File: src/rtl/bitrev_pkg.sv
// Shared types and the bit-reversal helper for the permutation sequencer.
// Pure definitions; no state, no timing, no flow control.
// Index width is fixed wide enough for any 4-bit log_n, so callers slice the result.
package bitrev_pkg;

  localparam int LOG_N_W   = 4;
  localparam int IDX_W_MAX = 17;
  localparam int SEL_W     = 5;

  typedef enum logic [2:0] {IDLE, SCAN, RD_A, RD_B, CAP_B, WR_A, WR_B, DONE} state_t;

  // Mirror bits [log_n-1:0] of idx; everything at and above log_n reads as zero.
  function automatic logic [IDX_W_MAX-1:0] bitrev(input logic [IDX_W_MAX-1:0] idx,
                                                  input logic [LOG_N_W-1:0]   log_n);
    logic [IDX_W_MAX-1:0] r;
    r = '0;
    for (int k = 0; k < IDX_W_MAX; k++) begin
      if (k < int'(log_n)) r[k] = idx[SEL_W'(int'(log_n) - 1 - k)];
    end
    return r;
  endfunction

endpackage

File: src/rtl/bitrev_idx.sv
// Combinational bit-reversed index of idx over the low log_n bits.
// Latency: zero cycles, pure combinational.
// No flow control.
module bitrev_idx
  import bitrev_pkg::*;
#(
  parameter int LOG_N_MAX = 8
) (
  input  logic [LOG_N_MAX:0]   idx,
  input  logic [LOG_N_W-1:0]   log_n,
  output logic [LOG_N_MAX:0]   rev
);

  logic [IDX_W_MAX-1:0] rev_full;
  logic                 unused_rev_hi;

  always_comb rev_full = bitrev(IDX_W_MAX'(idx), log_n);

  assign rev           = rev_full[LOG_N_MAX:0];
  assign unused_rev_hi = ^rev_full[IDX_W_MAX-1:LOG_N_MAX+1];

endmodule

File: src/rtl/bitrev_perm_ctrl.sv
// In-place bit-reversal permutation sequencer over one single-port RAM; swap_cnt port exists when BITREV_SWAP_CNT_EN is defined.
// Latency: N + 5*S + 1 busy cycles per run (S = swapped pairs); done pulses in the last of them.
// No backpressure: start is ignored while busy; RAM read data must arrive one cycle after the address.
module bitrev_perm_ctrl
  import bitrev_pkg::*;
#(
  parameter int DATA_W    = 8,
  parameter int LOG_N_MAX = 8
) (
  input  logic                 clk,
  input  logic                 rst,
  input  logic                 start,
  input  logic [LOG_N_W-1:0]   log_n,
  output logic                 busy,
  output logic                 done,
  output logic                 cfg_err,
  output logic [LOG_N_MAX-1:0] mem_addr,
  output logic                 mem_we,
  output logic [DATA_W-1:0]    mem_wdata,
  input  logic [DATA_W-1:0]    mem_rdata
`ifdef BITREV_SWAP_CNT_EN
  ,
  output logic [LOG_N_MAX-1:0] swap_cnt
`endif
);

  state_t               state, state_nxt;
  logic [LOG_N_MAX:0]   idx, rev, n_last;
  logic [LOG_N_W-1:0]   ln;
  logic [DATA_W-1:0]    a_q, b_q;
  logic                 cfg_err_q;
  logic                 start_ok, is_last, do_swap;

  bitrev_idx #(.LOG_N_MAX(LOG_N_MAX)) u_rev (
    .idx   (idx),
    .log_n (ln),
    .rev   (rev)
  );

  assign start_ok = (log_n != '0) && (int'(log_n) <= LOG_N_MAX);
  // Counter is one bit wider than the address so N-1 at the largest size never wraps.
  assign n_last   = ((LOG_N_MAX+1)'(1) << ln) - (LOG_N_MAX+1)'(1);
  assign is_last  = (idx == n_last);
  assign do_swap  = (idx < rev);
  assign cfg_err  = cfg_err_q;

  always_ff @(posedge clk) begin
    if (rst) state <= IDLE;
    else     state <= state_nxt;
  end

  always_comb begin
    state_nxt = state;
    busy      = 1'b1;
    done      = 1'b0;
    mem_we    = 1'b0;
    mem_addr  = '0;
    mem_wdata = '0;
    case (state)
      IDLE: begin
        busy = 1'b0;
        if (start && start_ok) state_nxt = SCAN;
      end
      SCAN: begin
        if (do_swap)      state_nxt = RD_A;
        else if (is_last) state_nxt = DONE;
      end
      RD_A: begin
        mem_addr  = idx[LOG_N_MAX-1:0];
        state_nxt = RD_B;
      end
      RD_B: begin
        mem_addr  = rev[LOG_N_MAX-1:0];
        state_nxt = CAP_B;
      end
      CAP_B: state_nxt = WR_A;
      WR_A: begin
        mem_addr  = idx[LOG_N_MAX-1:0];
        mem_wdata = b_q;
        mem_we    = 1'b1;
        state_nxt = WR_B;
      end
      WR_B: begin
        mem_addr  = rev[LOG_N_MAX-1:0];
        mem_wdata = a_q;
        mem_we    = 1'b1;
        state_nxt = is_last ? DONE : SCAN;
      end
      DONE: begin
        done      = 1'b1;
        state_nxt = IDLE;
      end
      default: state_nxt = IDLE;
    endcase
  end

  always_ff @(posedge clk) begin
    if (rst) begin
      idx       <= '0;
      ln        <= '0;
      a_q       <= '0;
      b_q       <= '0;
      cfg_err_q <= 1'b0;
`ifdef BITREV_SWAP_CNT_EN
      swap_cnt  <= '0;
`endif
    end else begin
      cfg_err_q <= (state == IDLE) && start && !start_ok;
      case (state)
        IDLE: if (start && start_ok) begin
          ln  <= log_n;
          idx <= '0;
`ifdef BITREV_SWAP_CNT_EN
          swap_cnt <= '0;
`endif
        end
        SCAN:  if (!do_swap && !is_last) idx <= idx + (LOG_N_MAX+1)'(1);
        RD_B:  a_q <= mem_rdata;
        CAP_B: b_q <= mem_rdata;
        WR_B: begin
          if (!is_last) idx <= idx + (LOG_N_MAX+1)'(1);
`ifdef BITREV_SWAP_CNT_EN
          swap_cnt <= swap_cnt + LOG_N_MAX'(1);
`endif
        end
        default: ;
      endcase
    end
  end

endmodule

File: config.mk
export PLATFORM = sky130hd
export DESIGN_NAME = bitrev_perm_ctrl
export DESIGN_NICKNAME = d
export VERILOG_FILES = /design/src/rtl/bitrev_pkg.sv /design/src/rtl/bitrev_idx.sv /design/src/rtl/bitrev_perm_ctrl.sv
export SDC_FILE = /design/constraint.sdc
export NUM_CORES = 1
export LEC_CHECK = 0
export CORE_UTILIZATION = 58
export CTS_CLUSTER_DIAMETER = 80
export DETAILED_ROUTE_END_ITERATION = 10
export PLACE_DENSITY = 0.81
export SYNTH_ARGS = -nofsm -noshare
export SYNTH_HDL_FRONTEND = slang
export SYNTH_SLANG_ARGS = --single-unit
File: constraint.sdc
create_clock -name clk -period 6.6 [get_ports clk]
set_input_delay 1.32 -clock clk [delete_from_list [all_inputs] [get_ports clk]]
set_output_delay 1.32 -clock clk [all_outputs]
set_load 0.01 [all_outputs]
==> results.md <==
- Drt total wl: 9200 µm
- Register area share after synthesis: 0.193
- Syn-to-layout area delta: 12.4%
- Clock root cell: clkbuf_8
- Post-synthesis cell count: 451
- Synth Register Bits: 33
- Vias in the first global route: 3178
- Clock transition at the registers of the reported paths: 70 ps
- Worst skew pair latency: 290 ps
- Initial antenna violation count: 0
- Ports: 35
- Leakage: 1.37 nW
- Worst slew pin tran: 995 ps
- Max incr delay on CP: 620 ps
- Post-synth EDFFs: 0
- Crit-path slowest cell: ha_1
- Gpl congestion: 0.913
- Post-Layout Cell Count: 535
- Largest net degree at the start of global routing: 38
- RSZ-0062 raised after global routing: no
- FF-to-FF setup slack: 1220 ps
- Max_cap viols: 0
- Crit path max fanout: 12
- WP data required: 5280 ps
- Kind of critical path: flop to output pin
- CTS Sinks: 33
- Final hold viol count: 0
- CTS H-tree depth: 2
- Crit path capture type: output pin
- Layout Skew: 5.38 ps
- First-pass GRT wire length: 15400 µm
- Hold_sp: a_q[5]
- Vias per cell: 6.45
- Slew HR: 0.335
- Synth Warn #: 0
- Final min period: 5550 ps
- Share of layout cells above drive strength 1: 0.0605
- Reg2reg start: ln[0]
- Placed cell count: 527
- Ant diodes: 0
- Total chip power: 906 µW
- Outcome: finished clean
- Buffers on Ports: 34
- Crit path cell chain: clkinv_1 -> ha_1 -> ha_1 -> inv_1 -> ha_1 -> nor2b_1 -> xnor3_1 -> mux2_2 -> o2111ai_1 -> mux2_2 -> o21ai_0 -> clkdlybuf4s50_1
- Die Wd: 78.9 µm
- WHS: 454 ps
- Core Footprint: 5610 µm²
- Primary FF master, synth: dfxtp_1
- Cell mode on critical path: ha_1
- Post-CTS Resized: 0
- Crit path launch type: flop
- RR Endpoint: idx[2]
- Post-route clock period utilization: 0.841
- Clock Path Buffers: 2
- Die Y: 78.9 µm
- Clock buffer count from CTS: 5
- Commonest non-fill, non-tap cell in the layout: nand2_1
- Synth Cell Area: 3430 µm²
- Initial core utilization: 0.611
- R2R cell count: 17
- Power Dens Cells: 235 nW/µm²
- CP Data Arrival Time: 4230 ps
- Grt total ovfl: 0
- Syn Area/Cell: 7.60 µm²
- Final net count: 503
- WHS Path Cells: 2
- Worst VDD drop: 0.000218 V
- Final antenna-violating net count: 0
- Hold_buf cts: 0
- DRT Pass-1 Iters: 5
- Row count: 27
- Yosys cell types: 66
- GRT Total Usage: 0.312
- WHS Endpoint: a_q[5]
- Most frequent cells in the layout: nand2_1 (55), nor2_1 (36), a21oi_1 (36)
- Residual DRC count: 0
- Synth async-reset ratio: 0
- FMAX: 180 MHz
- CTS tree: done
- Dpl hpwl: 6590 µm
- Setup TNS: 0 ps
- Postcts setup bufs: 0
- Routed via count: 3452
- Wire per inst: 17.2 µm
- Initial DRC Count: 255
- Final setup fails: 0
- Final Max Slew Viols: 0
- Synth Net Count: 492
- Die Area: 6220 µm²
- Worst Hold Class: flop to flop
## routing by layer
layer | vias to the layer above | GRT usage | wire length [µm]
met2 | 150 | 0.475 | 4070
li1 | 1666 | - | -
met1 | 1619 | 0.441 | 4260
met4 | 0 | 0.0800 | 93
met5 | - | 0 | 0
met3 | 17 | 0.0759 | 784
## Yosys cell counts (all sizes together), types with 7 or more instances
library cell,count,area [µm²]
and3,7,43.8
nor3,10,55.1
nor2b,8,50.1
xnor2,12,105
a31oi,9,56.3
clkbuf,19,72.6
nand3,12,60.1
dfxtp,33,661
buf,15,80.1
mux2i,29,290
a22oi,11,82.6
a21oi,36,180
ha,26,325
nand2,56,213
o21ai,20,100
inv,15,56.3
nor2,36,135
## power breakdown
group          total (mW)  internal, mW  switching [mW]
combinational       0.455         0.187           0.268
sequential          0.251         0.214          0.0364
clock               0.200         0.123          0.0774
total               0.906         0.524           0.382
## stage by stage
stage | area [µm²] | setup WS, ps | utilization
finish | 3850 | 1050 | 0.687
global route | 3850 | 762 | 0.687
CTS | 3850 | 1070 | 0.687
detailed placement | 3730 | 1280 | 0.666
global placement | 3730 | 1490 | 0.666
floorplan | 3430 | 1890 | -
## state kept, by name, summed over array words and instances (netlist names)
name / count
a_q: 8
b_q: 8
cfg_err: 1
idx: 9
ln: 4
state: 3
## cells by family (layout without fill, tap and decap cells)
| family | Yosys count | after routing | share of synthesized area |
|---|---|---|---|
| AOI/OAI and AO/OA | 122 | 122 | 0.237 |
| xor gates and xnor gates | 17 | 17 | 0.0475 |
| adders and majority gates | 26 | 26 | 0.0950 |
| buffers and inverters | 51 | 63 | 0.0632 |
| DFF | 33 | 33 | 0.193 |
| muxes | 39 | 39 | 0.132 |
| and+or+nand+nor | 163 | 163 | 0.232 |
## final cells by class
class                      instances  area, µm²
multi-input combinational        367       2550
clock inverter                     1       30.0
sequential                        33        661
inverter                          17       63.8
timing repair buffer              38        370
tap                               72       90.1
fill                             482       1760
clock buffer                       7       86.3
## critical path: cells and delay by family (launching register included)
kind | cells | cell delay [ps]
DFF | 1 | 340
buffers and inverters | 3 | 1050
xor gates and xnor gates | 1 | 210
AOI/OAI and AO/OA | 2 | 310
muxes | 2 | 530
and+or+nand+nor | 1 | 150
adders and majority gates | 3 | 1340
## how the worst max path moves through the flow
stage	startpoint	endpoint	slack [ps]
2_1_floorplan	ln[0]	idx[8]	1890
3_3_place_gp	ln[0]	idx[3]	1490
3_5_place_dp	ln[0]	idx[3]	1280
4_1_cts	ln[0]	mem_addr[7]	1070
5_1_grt	ln[0]	idx[5]	760
6_report	ln[0]	mem_addr[7]	1050
Power figures use the tool's default switching activity.
